`src/rtl/rs_drive_ctrl.sv`:
```
// rs_drive_ctrl: debounced set/reset buttons driving a NOR RS latch with
// timed S/R pulses, a Q feedback check, collision reporting and a sticky fault.

module rs_btn_deb #(
    parameter int DEB_CYC = 4
) (
    input  logic clk,
    input  logic nrst,
    input  logic btn_i,
    output logic rise_o
);

    localparam logic [7:0] DEB_MAX = 8'(DEB_CYC - 1);

    logic       sync1_q;
    logic       sync2_q;
    logic       deb_q;
    logic       deb_d;
    logic       deb_prev_q;
    logic [7:0] cnt_q;
    logic [7:0] cnt_d;

    // Two-flop synchronizer for the raw asynchronous button.
    always_ff @(posedge clk or negedge nrst) begin
        if (!nrst) begin
            sync1_q <= 1'b0;
            sync2_q <= 1'b0;
        end else begin
            sync1_q <= btn_i;
            sync2_q <= sync1_q;
        end
    end

    // Accept a new level only after DEB_CYC consecutive disagreeing samples.
    always_comb begin
        deb_d = deb_q;
        cnt_d = 8'd0;
        if (sync2_q != deb_q) begin
            if (cnt_q == DEB_MAX) begin
                deb_d = sync2_q;
            end else begin
                cnt_d = cnt_q + 8'd1;
            end
        end
    end

    // Debounced level, its counter, and a delayed copy for edge detection.
    always_ff @(posedge clk or negedge nrst) begin
        if (!nrst) begin
            deb_q      <= 1'b0;
            deb_prev_q <= 1'b0;
            cnt_q      <= 8'd0;
        end else begin
            deb_q      <= deb_d;
            deb_prev_q <= deb_q;
            cnt_q      <= cnt_d;
        end
    end

    assign rise_o = deb_q & ~deb_prev_q;

endmodule

module rs_drive_ctrl #(
    parameter int DEB_CYC   = 4,
    parameter int PULSE_LEN = 2,
    parameter int GAP_LEN   = 1
) (
    input  logic clk,
    input  logic nrst,
    input  logic set_btn,
    input  logic rst_btn,
    input  logic q_fb,
    output logic S,
    output logic R,
    output logic busy,
    output logic ack,
    output logic err_both,
    output logic fault
);

    localparam logic [2:0] IDLE  = 3'd0;
    localparam logic [2:0] DRV_S = 3'd1;
    localparam logic [2:0] DRV_R = 3'd2;
    localparam logic [2:0] GAP   = 3'd3;
    localparam logic [2:0] CHECK = 3'd4;

    localparam logic [3:0] PULSE_MAX = 4'(PULSE_LEN - 1);
    localparam logic [3:0] GAP_MAX   = 4'(GAP_LEN - 1);

    logic       rise_s;
    logic       rise_r;
    logic       pend_s_q;
    logic       pend_s_d;
    logic       pend_r_q;
    logic       pend_r_d;
    logic       clr_s;
    logic       clr_r;
    logic [2:0] state_q;
    logic [2:0] state_d;
    logic [3:0] cnt_q;
    logic [3:0] cnt_d;
    logic       exp_q;
    logic       exp_d;
    logic       fault_q;
    logic       fault_d;
    logic       s_q;
    logic       r_q;
    logic       busy_q;

    rs_btn_deb #(
        .DEB_CYC (DEB_CYC)
    ) u_deb_s (
        .clk    (clk),
        .nrst   (nrst),
        .btn_i  (set_btn),
        .rise_o (rise_s)
    );

    rs_btn_deb #(
        .DEB_CYC (DEB_CYC)
    ) u_deb_r (
        .clk    (clk),
        .nrst   (nrst),
        .btn_i  (rst_btn),
        .rise_o (rise_r)
    );

    // Sequencer: pick a pending command, drive, gap, then check feedback.
    always_comb begin
        state_d = state_q;
        cnt_d   = cnt_q;
        exp_d   = exp_q;
        fault_d = fault_q;
        clr_s   = 1'b0;
        clr_r   = 1'b0;
        case (state_q)
            IDLE: begin
                if (pend_s_q && pend_r_q) begin
                    clr_s = 1'b1;
                    clr_r = 1'b1;
                end else if (pend_s_q) begin
                    clr_s   = 1'b1;
                    state_d = DRV_S;
                    exp_d   = 1'b1;
                    cnt_d   = 4'd0;
                end else if (pend_r_q) begin
                    clr_r   = 1'b1;
                    state_d = DRV_R;
                    exp_d   = 1'b0;
                    cnt_d   = 4'd0;
                end
            end
            DRV_S, DRV_R: begin
                if (cnt_q == PULSE_MAX) begin
                    state_d = GAP;
                    cnt_d   = 4'd0;
                end else begin
                    cnt_d = cnt_q + 4'd1;
                end
            end
            GAP: begin
                if (cnt_q == GAP_MAX) begin
                    state_d = CHECK;
                    cnt_d   = 4'd0;
                end else begin
                    cnt_d = cnt_q + 4'd1;
                end
            end
            CHECK: begin
                state_d = IDLE;
                if (q_fb != exp_q) begin
                    fault_d = 1'b1;
                end
            end
            default: begin
                state_d = IDLE;
                cnt_d   = 4'd0;
            end
        endcase
    end

    // A new edge wins over a same-cycle clear; repeats just stay set.
    always_comb begin
        pend_s_d = rise_s | (pend_s_q & ~clr_s);
        pend_r_d = rise_r | (pend_r_q & ~clr_r);
    end

    // State, pending flags and registered drive outputs.
    always_ff @(posedge clk or negedge nrst) begin
        if (!nrst) begin
            state_q  <= IDLE;
            cnt_q    <= 4'd0;
            exp_q    <= 1'b0;
            fault_q  <= 1'b0;
            pend_s_q <= 1'b0;
            pend_r_q <= 1'b0;
            s_q      <= 1'b0;
            r_q      <= 1'b0;
            busy_q   <= 1'b0;
        end else begin
            state_q  <= state_d;
            cnt_q    <= cnt_d;
            exp_q    <= exp_d;
            fault_q  <= fault_d;
            pend_s_q <= pend_s_d;
            pend_r_q <= pend_r_d;
            s_q      <= (state_d == DRV_S);
            r_q      <= (state_d == DRV_R);
            busy_q   <= (state_d != IDLE);
        end
    end

    assign S        = s_q;
    assign R        = r_q;
    assign busy     = busy_q;
    assign fault    = fault_q;
    assign ack      = (state_q == CHECK) && (q_fb == exp_q);
    assign err_both = (state_q == IDLE) && pend_s_q && pend_r_q;

endmodule
```
`config.mk`:
```
export PLATFORM = sky130hd
export DESIGN_NAME = rs_drive_ctrl
export DESIGN_NICKNAME = d
export VERILOG_FILES = /design/src/rtl/rs_drive_ctrl.sv
export SDC_FILE = /design/constraint.sdc
export NUM_CORES = 1
export LEC_CHECK = 0
export ABC_AREA = 1
export BUFFER_PORTS_ARGS = -buffer_cell sky130_fd_sc_hd__buf_2
export CAP_MARGIN = 20
export CORE_AREA = 4 4 64 66
export CTS_CLUSTER_SIZE = 28
export DETAILED_ROUTE_END_ITERATION = 10
export DIE_AREA = 0 0 68 70
export GPL_ROUTABILITY_DRIVEN = 0
export PLACE_DENSITY = 0.79
export RECOVER_POWER = 50
export SLEW_MARGIN = 20
export SYNTH_ARGS = -nofsm -noshare
export SYNTH_HDL_FRONTEND = slang
export SYNTH_SLANG_ARGS = --single-unit
```
`constraint.sdc`:
```
create_clock -name clk -period 1.09 [get_ports clk]
set_input_delay 0.218 -clock clk [delete_from_list [all_inputs] [get_ports clk]]
set_output_delay 0.218 -clock clk [all_outputs]
set_load 0.01 [all_outputs]
```
==> impl_results.md <==
- DRT antenna net count: 0
- Synth area leaders: dfrtp_1, nand2_1, nor2_1
- Synthesis-stage register bit count: 38
- Critical Path Source: state_q[2]$_DFF_PN0_
- Netlist cell types: 21
- Vias per inst: 5.02
- Max-slew violation total from the final report: 0
- Req. time, crit path: 0.87 ns
- Max Buffers Root-to-Sink: 2
- Hold depth: 0
- Pre-CTS setup slack: -0.117 ns
- R2R depth: 9
- Area Growth Syn to Fin: 52.3%
- Share of layout cells above drive strength 1: 51.1%
- Fmax: 672 MHz
- Hold EP: u_deb_s.sync2_q$_DFF_PN0_
- Critical Path AT: 1.27 ns
- DP Cell Count: 298
- Initial antenna violation count: 0
- Syn Nets: 225
- CP Capture Type: output port
- Peak supply drop: 1580 uV
- Largest net degree at the start of global routing: 39
- Crit Path Class: reg -> out
- Status: complete, but fails checks
- Core box area: 3580 sq um
- Top FF cell, synth: dfrtp_1
- Number of buffers created by CTS: 5
- # setup viols final: 21
- Power Density: 2820 nW/um^2
- Clk_lat worst skew: 0.35 ns
- CTS tree: done
- Die width: 68 um
- Fin crit share: 137%
- EDFF count, synth: 0
- Hold Crit Start: u_deb_s.sync1_q$_DFF_PN0_
- Drt initial violations: 60
- Slew headroom: 65.8%
- Hold Vio Cnt, Final: 0
- GR Util All Layers: 18.4%
- Row Count: 22
- Leading area contributor after synthesis: dfrtp_1
- Clock slew at reported path FFs: 0.12 ns
- Vias in the first global route: 1614
- I/O pin total: 11
- Reg2Reg Capture Point: R$_DFF_PN0_
- Finished Layout Cells: 332
- Setup TNS: -2.73 ns
- Nets: 296
- Cells after synthesis: 212
- Design Power: 7.84 mW
- Maxcap violations: 0
- DRC: 0
- Slew @ Worst Pin: 0.513 ns
- Final core occ: 77.5%
- CTS Root Buffer Type: clkbuf_4
- # port buffers: 10
- Hold WC Path Type: reg -> reg
- PnR worst setup slack: -0.399 ns
- Antenna fix cells: 0
- HPWL after detailed placement: 2580 um
- Crit-path max cell delay: 0.47 ns
- Count leader, synth: nand2_1
- Starting Density: 50.9%
- First-pass GRT wire length: 6690 um
- R2R Setup Slk: -0.25 ns
- WL final: 4330 um
- Drt pass-1 iters: 4
- Failing checks: negative setup slack
- Routed len/inst: 13.0 um
- CTS H-tree depth: 2
- Worst setup SP type: flop
- FF-to-FF Start: state_q[0]$_DFF_PN0_
- Min Tclk post-route: 1.49 ns
- Vias: 1665
- Critical-path cell list: inv_2 -> nor3_1 -> buf_2
- Yosys top cell area share: 52.2%
- Async SR Flop Fraction: 100%
- Area after DPL: 2210 sq um
- Die height: 70 um
- Ys Warns: 0
- Skew final: 0.0128 ns
- Synth Area per Inst: 8.59 sq um
- Final hold slack: 0.360 ns
- Post-Synthesis Cell Area: 1820 sq um
- RSZ-0062 raised after global routing: true
- CP max FO: 3
- LEAKAGE: 1.36 nW
- Post-synthesis sequential area ratio: 52.2%
- Grt ovf: 0
- Clock Sinks: 38
- Final Cell Area: 2770 sq um
- Die area: 4760 sq um
- CP max-delay cell: dfrtp_1
- Top cells by count, synth: nand2_1, dfrtp_1, nor2_1
-- state kept, by name (all words and copies together) (netlist names), 3 cells and up --
register and cells:
state_q 3, u_deb_r.cnt_q 8, u_deb_s.cnt_q 8, cnt_q 4
-- where the power goes --
| part | internal, mW | switching, mW | leakage [nW] | total [mW] |
|---|---|---|---|---|
| Sequential | 1.82 | 0.332 | 0.477 | 2.15 |
| Combinational | 2.19 | 2.23 | 0.830 | 4.42 |
| Clock | 0.777 | 0.487 | 0.0585 | 1.26 |
| Total | 4.79 | 3.05 | 1.36 | 7.84 |
-- placed cells by master, fill, tap and decap left out, types with 5 or more instances in the layout --
cell and instances:
a21oi_1 5, buf_2 8, buf_4 47, clkbuf_4 6, dfrtp_1 33, dfrtp_2 5
inv_1 15, inv_2 11, nand2_1 33, nand2_2 10, nand3_1 10, nand3_2 11
nor2_1 26, nor2_2 7, nor2_4 6
-- worst max-delay path: cells and delay by family (launching register included) --
family	cells	cell delay, ns
flip-flops	1	0.47
buffers and inverters	2	0.25
AND/OR/NAND/NOR	1	0.20
-- final cells by class --
type / instances / area [sq um]
fillers: 227 / 805
multi-input cells: 148 / 1050
clock inverters: 2 / 60.1
well taps: 48 / 60.1
repair buffers: 64 / 495
inverters: 26 / 97.6
flip-flops and latches: 38 / 957
clock buffers: 6 / 51.3
-- logic make-up (layout without fill, tap and decap cells) --
family          after synthesis  in the layout  share of synthesized area, %
compound gates               14             14                          4.74
xor+xnor                      7              7                          3.37
fa+ha+maj                     8              8                          5.49
buf+inv                      26             98                          5.36
flops                        38             38                          52.2
simple gates                119            119                          28.8
-- timing repair --
item                                    in CTS  in global routing
buffers inserted                            10                 14
gates resized for setup                     28                 40
endpoints found under the setup margin      27                 36
endpoints found under the hold margin       40                  0
hold buffers                                 3                  0
pin swaps                                   12                 22
-- worst max-delay path by stage --
stage,to
4_1_cts,err_both
6_report,ack
3_5_place_dp,err_both
3_3_place_gp,err_both
2_1_floorplan,err_both
5_1_grt,err_both
-- metal layers --
| layer | vias up | part of all wire [%] | GRT usage (%) |
|---|---|---|---|
| li1 | 826 | - | - |
| met1 | 802 | 41 | 20.9 |
| met2 | 29 | 54 | 32.7 |
| met3 | 8 | 2.8 | 3.86 |
| met4 | 0 | 1.5 | 6.62 |
| met5 | - | 0 | 0 |
No activity file was read; power rests on OpenSTA's default activity.
